## src/rtl/tx_usr_if.sv

```systemverilog
// Transmit-side user interface: repacks 32-bit user words (SOF word carries length)
// into 4-byte TX FIFO words with per-lane eof flags, pads short frames and commits lengths.
module tx_usr_if #(
    parameter int MAX_LEN = 1518,
    parameter int PAD_LEN = 60
) (
    input  logic        clk,
    input  logic        reset,
    input  logic [31:0] tx_data,
    input  logic        tx_dv,
    input  logic        tx_sof,
    output logic        tx_ack,
    output logic [35:0] txff_din,
    output logic        txff_wr,
    input  logic        txff_full,
    output logic [13:0] tfq_din,
    output logic        tfq_wr,
    input  logic        tfq_full,
    output logic        err
);

    localparam logic [13:0] PAD_L = 14'(PAD_LEN);
    localparam logic [13:0] MAX_L = 14'(MAX_LEN);

    typedef enum logic [1:0] {IDLE, DATA, TAIL, DROP} state_t;

    state_t      state_reg, state_next;
    logic [15:0] hold_reg, hold_next;
    logic [12:0] words_left_reg, words_left_next;
    logic [15:0] pos_reg, pos_next;
    logic [13:0] len_reg, len_next;
    logic [13:0] eff_reg, eff_next;
    logic        err_reg, err_next;

    logic [13:0] sof_len;
    logic [13:0] sof_eff;
    logic [14:0] sof_len_m2;
    logic [12:0] sof_nu;

    assign sof_len    = tx_data[29:16];
    assign sof_eff    = (sof_len > PAD_L) ? sof_len : PAD_L;
    assign sof_len_m2 = (sof_len > 14'd2) ? {1'b0, sof_len - 14'd2} : 15'd0;
    assign sof_nu     = 13'((sof_len_m2 + 15'd3) >> 2);

    // Outgoing word is always {upper half, hold}; the upper half only exists in DATA.
    logic [15:0] upper16;
    logic [31:0] word_bytes;
    logic [15:0] eof_idx;
    logic [3:0]  eof_lanes;
    logic        any_eof;

    assign upper16    = (state_reg == DATA) ? tx_data[15:0] : 16'h0000;
    assign word_bytes = {upper16, hold_reg};
    assign eof_idx    = {2'b00, eff_reg} - 16'd1;
    assign any_eof    = |eof_lanes;

    genvar gi;
    generate
        for (gi = 0; gi < 4; gi++) begin : g_lane
            logic [15:0] lane_idx;
            logic        lane_valid;
            assign lane_idx   = pos_reg + 16'(gi);
            assign lane_valid = lane_idx < {2'b00, len_reg};
            assign eof_lanes[gi] = (lane_idx == eof_idx);
            assign txff_din[gi*9 +: 9] = {eof_lanes[gi],
                                          lane_valid ? word_bytes[gi*8 +: 8] : 8'h00};
        end
    endgenerate

    always_comb begin
        state_next      = state_reg;
        hold_next       = hold_reg;
        words_left_next = words_left_reg;
        pos_next        = pos_reg;
        len_next        = len_reg;
        eff_next        = eff_reg;
        err_next        = 1'b0;
        tx_ack          = 1'b0;
        txff_wr         = 1'b0;

        case (state_reg)
            IDLE: begin
                tx_ack = tx_dv & (~tx_sof | ~tfq_full);
                if (tx_ack) begin
                    if (!tx_sof || sof_len == 14'd0) begin
                        err_next = 1'b1;
                    end else if (sof_len > MAX_L) begin
                        err_next        = 1'b1;
                        words_left_next = sof_nu;
                        if (sof_nu != 13'd0)
                            state_next = DROP;
                    end else begin
                        hold_next       = tx_data[15:0];
                        pos_next        = 16'd0;
                        len_next        = sof_len;
                        eff_next        = sof_eff;
                        words_left_next = sof_nu;
                        state_next      = (sof_nu != 13'd0) ? DATA : TAIL;
                    end
                end
            end
            DATA: begin
                tx_ack = tx_dv & ~txff_full;
                if (tx_ack) begin
                    txff_wr         = 1'b1;
                    hold_next       = tx_data[31:16];
                    pos_next        = pos_reg + 16'd4;
                    words_left_next = words_left_reg - 13'd1;
                    if (words_left_reg == 13'd1)
                        state_next = any_eof ? IDLE : TAIL;
                end
            end
            TAIL: begin
                if (!txff_full) begin
                    txff_wr   = 1'b1;
                    hold_next = 16'h0000;
                    pos_next  = pos_reg + 16'd4;
                    if (any_eof)
                        state_next = IDLE;
                end
            end
            DROP: begin
                tx_ack = tx_dv;
                if (tx_ack) begin
                    words_left_next = words_left_reg - 13'd1;
                    if (words_left_reg == 13'd1)
                        state_next = IDLE;
                end
            end
            default: state_next = IDLE;
        endcase

        if (reset) begin
            tx_ack  = 1'b0;
            txff_wr = 1'b0;
        end
    end

    // The commit rides on the eof write; tfq space was reserved at SOF acceptance.
    assign tfq_wr  = txff_wr & any_eof;
    assign tfq_din = eff_reg;
    assign err     = err_reg;

    always_ff @(posedge clk) begin
        if (reset) begin
            state_reg      <= IDLE;
            hold_reg       <= 16'h0000;
            words_left_reg <= 13'd0;
            pos_reg        <= 16'd0;
            len_reg        <= 14'd0;
            eff_reg        <= 14'd0;
            err_reg        <= 1'b0;
        end else begin
            state_reg      <= state_next;
            hold_reg       <= hold_next;
            words_left_reg <= words_left_next;
            pos_reg        <= pos_next;
            len_reg        <= len_next;
            eff_reg        <= eff_next;
            err_reg        <= err_next;
        end
    end

endmodule

```

## config.mk

```make
export PLATFORM = sky130hd
export DESIGN_NAME = tx_usr_if
export DESIGN_NICKNAME = d
export VERILOG_FILES = /design/src/rtl/tx_usr_if.sv
export SDC_FILE = /design/constraint.sdc
export NUM_CORES = 1
export LEC_CHECK = 0
export BUFFER_PORTS_ARGS = -buffer_cell sky130_fd_sc_hd__buf_2
export CAP_MARGIN = 20
export CORE_UTILIZATION = 42
export DETAILED_ROUTE_END_ITERATION = 8
export PLACE_DENSITY = 0.67
export SYNTH_ARGS = -nofsm -noshare
export SYNTH_HDL_FRONTEND = slang
export SYNTH_SLANG_ARGS = --single-unit
```

## constraint.sdc

```tcl
create_clock -name clk -period 3.25 [get_ports clk]
set_clock_uncertainty 0.1 [all_clocks]
set_input_delay 0.4875 -clock clk [delete_from_list [all_inputs] [get_ports clk]]
set_output_delay 0.4875 -clock clk [all_outputs]
set_load 0.005 [all_outputs]
```

==> summary.json, run 1 <==
{
  "layout": {
    "number_of_flip_flops_under_the_largest_register_name": 16,
    "syn_to_final_growth_pct": 27.4,
    "drive_gt1_share_pct": 27.5,
    "multi_input_comb_area_um2": 4270,
    "regArea_um2": 1490,
    "nets": 957,
    "num-fill-cells": 1281,
    "diodes": 0,
    "stdcell_count": 1052
  },
  "sta": {
    "slew_headroom_pct": 37.4,
    "timing_worst_slew_pin_value_ns": 0.937,
    "setup_violations": 32,
    "slew_viol_final": 0,
    "rsz0062_at_grt": "yes",
    "period_share_pct": 107,
    "fin_ws_ns": -0.226,
    "max_clock_freq_mhz": 288,
    "finalWorstPathRequiredPeriod_ns": 3.48,
    "timing_hold_violations_final": 0
  },
  "logic_synthesis": {
    "post_synth_and_or_nand_nor_area_fraction_pct": 29.8,
    "postSynthRegisterBits": 74,
    "syn_inst": 768,
    "post_synth_fa_ha_maj_area_fraction_pct": 10.3,
    "synth.lib_cells_used.distinct": 69,
    "synth_top_family_by_area": "simple AND/OR/NAND/NOR gates",
    "muxShareOfSynthArea_pct": 1.23,
    "synth_compound_area_share_pct": 20.6,
    "synth_area_leader_cell": "sky130_fd_sc_hd__dfxtp_1",
    "synth_seq_area_share_pct": 25.4,
    "syn_nets": 854,
    "mappedNetlistArea_um2": 5820,
    "yosys.area_share.xor_xnor_pct": 6.32,
    "postSynth.asyncResetShare_pct": 0,
    "avgSynthCellArea_um2": 7.58,
    "top_area_cell_type_share_of_the_netlist_area_pct": 25.4,
    "synth_flop_cell": "sky130_fd_sc_hd__dfxtp_1",
    "yosys-top-cells-area": "sky130_fd_sc_hd__dfxtp_1 (25%), sky130_fd_sc_hd__ha_1 (10%), sky130_fd_sc_hd__nand2_1 (5.0%), sky130_fd_sc_hd__nor2_1 (4.3%), sky130_fd_sc_hd__a21oi_1 (4.3%)",
    "synth_enable_flop_cells": 0,
    "synth-warning-count": 0
  },
  "critical_path": {
    "path_max_fanout": 8,
    "required_ns": 2.66,
    "timing.reg2reg.worst_path_depth": 11,
    "timing.critical_path.arrival_ns": 2.89,
    "critical_path_class": "flop to output port",
    "critical_path.startpoint_type": "flop",
    "endpoint_kind": "output port"
  },
  "global_routing": {
    "grt_max_degree": 51,
    "globalRouteMet3Util_pct": 3.75,
    "first_global_vias": 5403,
    "grt_antenna_before_repair": 0,
    "global_route.usage.met1_pct": 35.3,
    "met2_resource_use_gr_pct": 37.4,
    "global_route.usage.total_pct": 24.6,
    "grt.busiest_layer": "met2",
    "grt_first_pass_wirelength_um": 28000,
    "grt_overflow": 0
  },
  "floorplanning": {
    "fp.coreArea_um2": 13400,
    "rows": 42,
    "start_util_pct": 43.4,
    "chipWidth_um": 120,
    "count_of_pins_on_the_block_boundary": 92,
    "design.die.area_um2": 14300,
    "die_height_um": 120
  },
  "pwr": {
    "vdd.ir_drop.worst_v": 0.000345,
    "total_leakage_power_nw": 3.13,
    "total_power_mw": 4.57,
    "power-per-cell-area_nw_per_um2": 616
  },
  "detailed_routing": {
    "route.vias.total": 5975,
    "routedWlPerCell_um": 16.7,
    "drt_wl_total_um": 17600,
    "detail_route.iter0.violations": 502,
    "first_pass_iteration_count_of_the_detailed_router": 5,
    "via_per_inst": 5.68,
    "postRouteAntennaNets": 0,
    "detail_route.drc_violations": 0
  },
  "status": {
    "status": "complete, but fails checks",
    "failed_checks": "negative setup slack"
  },
  "clocking": {
    "cts.htree.levels": 3,
    "cts_made_buffers": 9,
    "clock_tree_from_tritoncts": "built",
    "cts.path.max_buffers": 2,
    "tritoncts_num_sinks": 74,
    "clkSlewWorstSetupHoldPaths_ns": 0.06,
    "insertion_delay_ns": 0.35,
    "cts_root_buf": "sky130_fd_sc_hd__clkbuf_16"
  },
  "placed_design": {
    "dp_hpwl_um": 12800,
    "dp_cells": 1030,
    "globalplace.congestion": 0.897,
    "pre_cts_slack_ns": 0.0377,
    "io_buffer_count": 91
  },
  "worst_hold_path": {
    "timing.hold.worst.class": "primary input to flop",
    "whs_path_depth": 3
  },
  "job": {
    "max_cap_viol_count": 0
  }
}
==> power breakdown <==
| group | switching (mW) | internal, mW | total (mW) | leakage [nW] |
|---|---|---|---|---|
| logic | 1.35 | 1.01 | 2.36 | 2.38 |
| clock network | 0.393 | 0.593 | 0.986 | 0.138 |
| registers | 0.128 | 1.09 | 1.22 | 0.604 |
==> cells by family (layout without fill, tap and decap cells) <==
| logic type | after synthesis | count (layout) |
|---|---|---|
| buffers and inverters | 94 | 202 |
| XOR/XNOR | 42 | 42 |
| AND/OR/NAND/NOR | 328 | 328 |
| adder cells (fa/ha/maj) | 48 | 48 |
| AO/OA/AOI/OAI | 175 | 175 |
| multiplexers | 7 | 7 |
| flip-flops | 74 | 74 |
==> cells in the mapped netlist (8+ instances only) <==
cell type,number
sky130_fd_sc_hd__nand2_1,77
sky130_fd_sc_hd__dfxtp_1,74
sky130_fd_sc_hd__nor2_1,67
sky130_fd_sc_hd__a21oi_1,50
sky130_fd_sc_hd__clkbuf_1,50
sky130_fd_sc_hd__ha_1,48
sky130_fd_sc_hd__nand3_1,35
sky130_fd_sc_hd__and2_1,34
sky130_fd_sc_hd__inv_1,31
sky130_fd_sc_hd__o21ai_0,26
sky130_fd_sc_hd__nor3_1,24
sky130_fd_sc_hd__xnor2_1,22
sky130_fd_sc_hd__a311oi_1,20
sky130_fd_sc_hd__xor2_1,20
sky130_fd_sc_hd__o21a_1,17
sky130_fd_sc_hd__and3_1,11
sky130_fd_sc_hd__nand2b_1,10
sky130_fd_sc_hd__nor4b_1,9
sky130_fd_sc_hd__nand4_1,8
sky130_fd_sc_hd__nor4_1,8
==> layout make-up <==
class | instances | area share, %
clock buffers | 13 | 3.24
clock inverters | 3 | 0.540
inverters | 32 | 1.62
multi-input cells | 600 | 57.6
flip-flops and latches | 74 | 20.0
well taps | 176 | 2.97
repair buffers | 154 | 14.0
==> critical path: stages (launching register included) <==
cell and delay [ns]:
sky130_fd_sc_hd__dfxtp_2 0.33, sky130_fd_sc_hd__inv_2 0.05, sky130_fd_sc_hd__ha_4 0.21, sky130_fd_sc_hd__nor2b_4 0.12
sky130_fd_sc_hd__o21a_1 0.18, sky130_fd_sc_hd__o21a_1 0.19, sky130_fd_sc_hd__o21a_1 0.18, sky130_fd_sc_hd__o21a_1 0.17
sky130_fd_sc_hd__o21a_1 0.18, sky130_fd_sc_hd__o2111ai_2 0.27, sky130_fd_sc_hd__a31oi_4 0.22, sky130_fd_sc_hd__nor4b_2 0.28
sky130_fd_sc_hd__buf_2 0.16
==> repair_timing <==
item / 4_1_cts / 5_1_grt
gates resized for setup: 31 / 54
setup endpoints to repair: 37 / 38
buffers inserted: 3 / 3
hold buffers: 0 / 0
pin swaps: 33 / 33
==> metrics by stage <==
step           utilization (%)  TNS, ns  hold slack [ns]  cell area, um^2
5_1_grt                   55.4    -7.19            0.332             7420
2_1_floorplan                -        0            0.336             5830
6_report                  55.4    -4.06            0.327             7420
4_1_cts                   53.4    -2.69            0.315             7150
3_3_place_gp              50.0        0            0.343             6700
3_5_place_dp              50.0        0            0.348             6700
==> layer usage <==
metal  wire length, um  vias to the layer above
li1                  -                     2948
met1              8320                     2787
met2              7790                      220
met3              1160                       20
met4               297                        0
met5                 0                        -
==> layout by cell type (no fill, tap or decap), drive strengths merged, types with 17 or more instances in the layout <==
cell type / Yosys / layout
a311oi: 20 / 20
ha: 48 / 48
nor2: 68 / 68
nand2: 77 / 77
xnor2: 22 / 22
nor3: 25 / 25
inv: 31 / 31
and2: 35 / 35
buf: 12 / 154
a21oi: 50 / 50
xor2: 20 / 20
nand3: 35 / 35
dfxtp: 74 / 74
o21ai: 26 / 26
o21a: 17 / 17
==> final timing paths <==
kind / startpoint / to / slack (ns)
min reg2reg: len_reg[4]$_SDFFE_PP0P_ / len_reg[4]$_SDFFE_PP0P_ / 0.36
min: tx_data[4] / hold_reg[4]$_SDFFE_PP0P_ / 0.33
max: len_reg[2]$_SDFFE_PP0P_ / txff_din[9] / -0.23
max reg2reg: tfq_din[3]$_SDFFE_PP0P_ / state_reg[1]$_SDFFE_PP0P_ / 0.24
No activity file was read; power rests on OpenSTA's default activity.
==> run 2: changes to the inputs <==
CORE_UTILIZATION = 52   (was 42)
PLACE_DENSITY = 0.8   (was 0.67)
==> run 2 against run 1 <==
Effect of this change:
- largest cell class unchanged
- non-clock buffer count fell by 3
- critical endpoint is now txff_din[16]
- hold slack got worse by 0.030 ns
- the run still ends with negative setup slack left
- via count rose by 4.1%
==> summary.json, run 2 (same netlist as run 1, synthesis figures left out) <==
{
  "status": {
    "status": {"value": "complete, but fails checks", "change": "unchanged"},
    "failed_checks": {"value": "negative setup slack", "change": "unchanged"}
  },
  "detailed_routing": {
    "route.vias.total": {"value": 6219, "change": "was 5975"},
    "detail_route.drc_violations": {"value": 0, "change": "unchanged"},
    "drt_wl_total": {"value": 17600, "unit": "um", "change": "about the same"},
    "routedWlPerCell": {"value": 17.4, "unit": "um", "change": "was 16.7 um"},
    "route.met2.wl": {"value": 8090, "unit": "um", "change": "was 7790 um"},
    "routed-wl-met3": {"value": 1410, "unit": "um", "change": "was 1160 um"},
    "first_pass_iteration_count_of_the_detailed_router": {"value": 5, "change": "unchanged"},
    "detail_route.iter0.violations": {"value": 528, "change": "was 502"},
    "route.layer.met1.wl": {"value": 7480, "unit": "um", "change": "was 8320 um"},
    "postRouteAntennaNets": {"value": 0, "change": "unchanged"},
    "via_per_inst": {"value": 6.15, "change": "was 5.68"},
    "routed.top_layer": {"value": "met4", "change": "unchanged"}
  },
  "critical_path": {
    "rr_endpoint": {"value": "state_reg[1]$_SDFFE_PP0P_", "change": "unchanged"},
    "critical_path.endpoint": {"value": "txff_din[16]", "change": "was txff_din[9]"},
    "critical_path.most_common_cell": {"value": "sky130_fd_sc_hd__o21a_1", "change": "unchanged"},
    "timing.reg2reg.worst_path_depth": {"value": 12, "change": "was 11"},
    "timing.critical_path.arrival": {"value": 2.86, "unit": "ns", "change": "was 2.89 ns"},
    "critical_path.startpoint_type": {"value": "flop", "change": "unchanged"},
    "cpPeakStageDelay": {"value": 0.34, "unit": "ns", "change": "was 0.33 ns"},
    "worst-path-stages": {"value": 12, "change": "unchanged"},
    "reg2reg_setup_slack": {"value": 0.15, "unit": "ns", "change": "was 0.24 ns"},
    "critical_path_class": {"value": "flop to output port", "change": "unchanged"},
    "path_max_fanout": {"value": 8, "change": "unchanged"},
    "endpoint_kind": {"value": "output port", "change": "unchanged"},
    "reg2reg_from": {"value": "tfq_din[1]$_SDFFE_PP0P_", "change": "was tfq_din[3]$_SDFFE_PP0P_"},
    "required": {"value": 2.66, "unit": "ns", "change": "about the same"},
    "timing.critical_path.max_delay_family": {"value": "compound AO/OA/AOI/OAI gates", "change": "unchanged"},
    "slowest_stage": {"value": "sky130_fd_sc_hd__dfxtp_2", "change": "unchanged"},
    "critical_path.cell_chain": {"value": "inv_2, ha_4, nor2b_4, o21a_1, o21a_1, o21a_1, o21a_1, o21a_1, o2111ai_2, a31oi_4, nor4b_2, buf_2", "change": "unchanged"},
    "path_buf_inv": {"value": 2, "change": "unchanged"},
    "crit_path_from": {"value": "len_reg[2]$_SDFFE_PP0P_", "change": "unchanged"}
  },
  "pwr": {
    "total_leakage_power": {"value": 3.08, "unit": "nW", "change": "was 3.13 nW"},
    "seq_power_share": {"value": 28.3, "unit": "%", "change": "was 26.7%"},
    "total_power": {"value": 4.29, "unit": "mW", "change": "was 4.57 mW"},
    "power-per-cell-area": {"value": 591, "unit": "nW/um^2", "change": "was 616 nW/um^2"},
    "share_comb_of_total_power": {"value": 54.9, "unit": "%", "change": "was 51.7%"},
    "internal_power": {"value": 2.45, "unit": "mW", "change": "was 2.70 mW"},
    "clkPwrFrac": {"value": 16.8, "unit": "%", "change": "was 21.6%"},
    "power.switching": {"value": 1.84, "unit": "mW", "change": "was 1.87 mW"},
    "swShare": {"value": 42.9, "unit": "%", "change": "was 41.0%"},
    "vdd.ir_drop.worst": {"value": 0.000393, "unit": "V", "change": "was 0.000345 V"}
  },
  "clocking": {
    "cts_made_buffers": {"value": 9, "change": "unchanged"},
    "insertion_delay": {"value": 0.36, "unit": "ns", "change": "was 0.35 ns"},
    "tritoncts_num_sinks": {"value": 74, "change": "unchanged"},
    "cts.path.max_buffers": {"value": 2, "change": "unchanged"},
    "cts.htree.levels": {"value": 3, "change": "unchanged"},
    "clock_tree_from_tritoncts": {"value": "built", "change": "unchanged"},
    "clkSlewWorstSetupHoldPaths": {"value": 0.08, "unit": "ns", "change": "was 0.06 ns"},
    "cts_root_buf": {"value": "sky130_fd_sc_hd__clkbuf_8", "change": "was sky130_fd_sc_hd__clkbuf_16"}
  },
  "global_routing": {
    "grt_first_pass_wirelength": {"value": 27700, "unit": "um", "change": "was 28000 um"},
    "grt_overflow": {"value": 0, "change": "unchanged"},
    "first_global_vias": {"value": 5548, "change": "was 5403"},
    "grt_antenna_before_repair": {"value": 0, "change": "unchanged"},
    "global_route.usage.total": {"value": 30.5, "unit": "%", "change": "was 24.6%"},
    "grt_max_degree": {"value": 55, "change": "was 51"}
  },
  "placed_design": {
    "dp_hpwl": {"value": 12700, "unit": "um", "change": "was 12800 um"},
    "dp_cells": {"value": 993, "change": "was 1030"},
    "io_buffer_count": {"value": 91, "change": "unchanged"},
    "pre_cts_slack": {"value": -0.0835, "unit": "ns", "change": "was 0.0377 ns"},
    "globalplace.congestion": {"value": 0.935, "change": "was 0.897"}
  },
  "layout": {
    "syn_to_final_growth": {"value": 24.7, "unit": "%", "change": "was 27.4%"},
    "drive_gt1_share": {"value": 27.5, "unit": "%", "change": "about the same"},
    "regArea": {"value": 1490, "unit": "um^2", "change": "about the same"},
    "diodes": {"value": 0, "change": "unchanged"},
    "nets": {"value": 954, "change": "was 957"},
    "number_of_flip_flops_under_the_largest_register_name": {"value": 16, "change": "unchanged"},
    "mostFrequentLayoutCell": {"value": "sky130_fd_sc_hd__buf_2", "change": "was sky130_fd_sc_hd__nand2_1"},
    "layout_common_cells": {"value": "sky130_fd_sc_hd__buf_2 (82), sky130_fd_sc_hd__nand2_1 (75), sky130_fd_sc_hd__dfxtp_1 (67)", "change": "was sky130_fd_sc_hd__nand2_1 (76), sky130_fd_sc_hd__buf_2 (75), sky130_fd_sc_hd__dfxtp_1 (70)"},
    "num-fill-cells": {"value": 899, "change": "was 1281"},
    "stdcell_count": {"value": 1012, "change": "was 1052"},
    "multi_input_comb_area": {"value": 4270, "unit": "um^2", "change": "about the same"}
  },
  "floorplanning": {
    "fp.coreArea": {"value": 10900, "unit": "um^2", "change": "was 13400 um^2"},
    "start_util": {"value": 53.5, "unit": "%", "change": "was 43.4%"},
    "count_of_pins_on_the_block_boundary": {"value": 92, "change": "unchanged"},
    "design.die.area": {"value": 11600, "unit": "um^2", "change": "was 14300 um^2"},
    "chipWidth": {"value": 108, "unit": "um", "change": "was 120 um"},
    "rows": {"value": 38, "change": "was 42"},
    "die_height": {"value": 108, "unit": "um", "change": "was 120 um"}
  },
  "sta": {
    "slew_headroom": {"value": 57.3, "unit": "%", "change": "was 37.4%"},
    "rsz0062_at_grt": {"value": "yes", "change": "unchanged"},
    "fin_ws": {"value": -0.195, "unit": "ns", "change": "was -0.226 ns"},
    "period_share": {"value": 106, "unit": "%", "change": "was 107%"},
    "timing_hold_violations_final": {"value": 0, "change": "unchanged"},
    "timing_worst_slew_pin_value": {"value": 0.641, "unit": "ns", "change": "was 0.937 ns"},
    "max_clock_freq": {"value": 290, "unit": "MHz", "change": "was 288 MHz"},
    "slew_viol_final": {"value": 0, "change": "unchanged"},
    "setup_violations": {"value": 25, "change": "was 32"},
    "finalWorstPathRequiredPeriod": {"value": 3.44, "unit": "ns", "change": "was 3.48 ns"}
  },
  "job": {
    "max_cap_viol_count": {"value": 0, "change": "unchanged"}
  },
  "worst_hold_path": {
    "timing.hold.worst.class": {"value": "primary input to flop", "change": "unchanged"}
  }
}
-- run 2: cell types whose count changed in the layout (fill, tap and decap cells not counted), moves of 7 or more --
cell,change
sky130_fd_sc_hd__and2_4,-7
sky130_fd_sc_hd__clkbuf_8,+10
sky130_fd_sc_hd__and2_1,+7
sky130_fd_sc_hd__buf_6,-7
sky130_fd_sc_hd__clkbuf_16,-9
sky130_fd_sc_hd__buf_2,+7
-- run 2: routing by layer --
layer,GRT usage (%),up-vias
met5,0,-
met4,12.5,0
met3,5.93,56
met2,48.3,299
met1,40.2,2920
li1,-,2944
-- run 2: layout make-up --
cell class,count,area share [%]
multi-input combinational,600,58.9
sequential,74,20.6
timing repair buffer,151,13.9
tap,140,2.41
clock buffer,12,2.00
inverter,32,1.69
clock inverter,3,0.552
-- run 2: how the worst min path moves through the flow --
stage	startpoint	endpoint	slack, ns	cells after the start
after floorplan	len_reg[10]$_SDFFE_PP0P_	len_reg[10]$_SDFFE_PP0P_	0.34	2
after CTS	tx_data[4]	hold_reg[4]$_SDFFE_PP0P_	0.29	3
after global routing	tx_data[4]	hold_reg[4]$_SDFFE_PP0P_	0.30	3
after detailed placement	len_reg[2]$_SDFFE_PP0P_	len_reg[2]$_SDFFE_PP0P_	0.35	2
after global placement	len_reg[2]$_SDFFE_PP0P_	len_reg[2]$_SDFFE_PP0P_	0.34	2
final	tx_data[4]	hold_reg[4]$_SDFFE_PP0P_	0.30	3
-- run 2: power by group through the flow --
stage               Combinational [mW]  Clock, mW  Sequential [mW]
floorplan                         1.51          0             1.20
global placement                  2.13          0             1.22
detailed placement                2.17          0             1.22
CTS                               2.26      0.726             1.21
global route                      2.59      0.761             1.24
finish                            2.35      0.721             1.22
-- run 2: through the flow --
stage / setup TNS [ns] / cell area, um^2 / util, % / hold slack, ns
after floorplan: 0 / 5830 / - / 0.336
after global placement: -0.0534 / 6670 / 61.3 / 0.343
after detailed placement: -0.106 / 6680 / 61.4 / 0.348
after CTS: -3.01 / 7030 / 64.5 / 0.292
after global routing: -6.13 / 7260 / 66.7 / 0.300
final: -3.02 / 7260 / 66.7 / 0.297
-- run 2: what timing repair did --
| item | CTS | global route |
|---|---|---|
| resized for setup | 27 | 54 |
| hold buffers | 0 | 0 |
| pin swaps | 29 | 32 |
| buffers inserted | 2 | 3 |
| setup endpoints to repair | 38 | 38 |
-- run 2: worst reg2reg max path, stage by stage (launching register included) --
cell	delay, ns
sky130_fd_sc_hd__dfxtp_4	0.36
sky130_fd_sc_hd__inv_4	0.07
sky130_fd_sc_hd__ha_4	0.15
sky130_fd_sc_hd__nor3b_4	0.24
sky130_fd_sc_hd__nand3_2	0.16
sky130_fd_sc_hd__nor3_2	0.15
sky130_fd_sc_hd__a31oi_1	0.10
sky130_fd_sc_hd__a2111oi_4	0.50
sky130_fd_sc_hd__buf_4	0.22
sky130_fd_sc_hd__nand4_1	0.15
sky130_fd_sc_hd__a21oi_2	0.24
sky130_fd_sc_hd__mux2_2	0.35
sky130_fd_sc_hd__a311oi_1	0.22
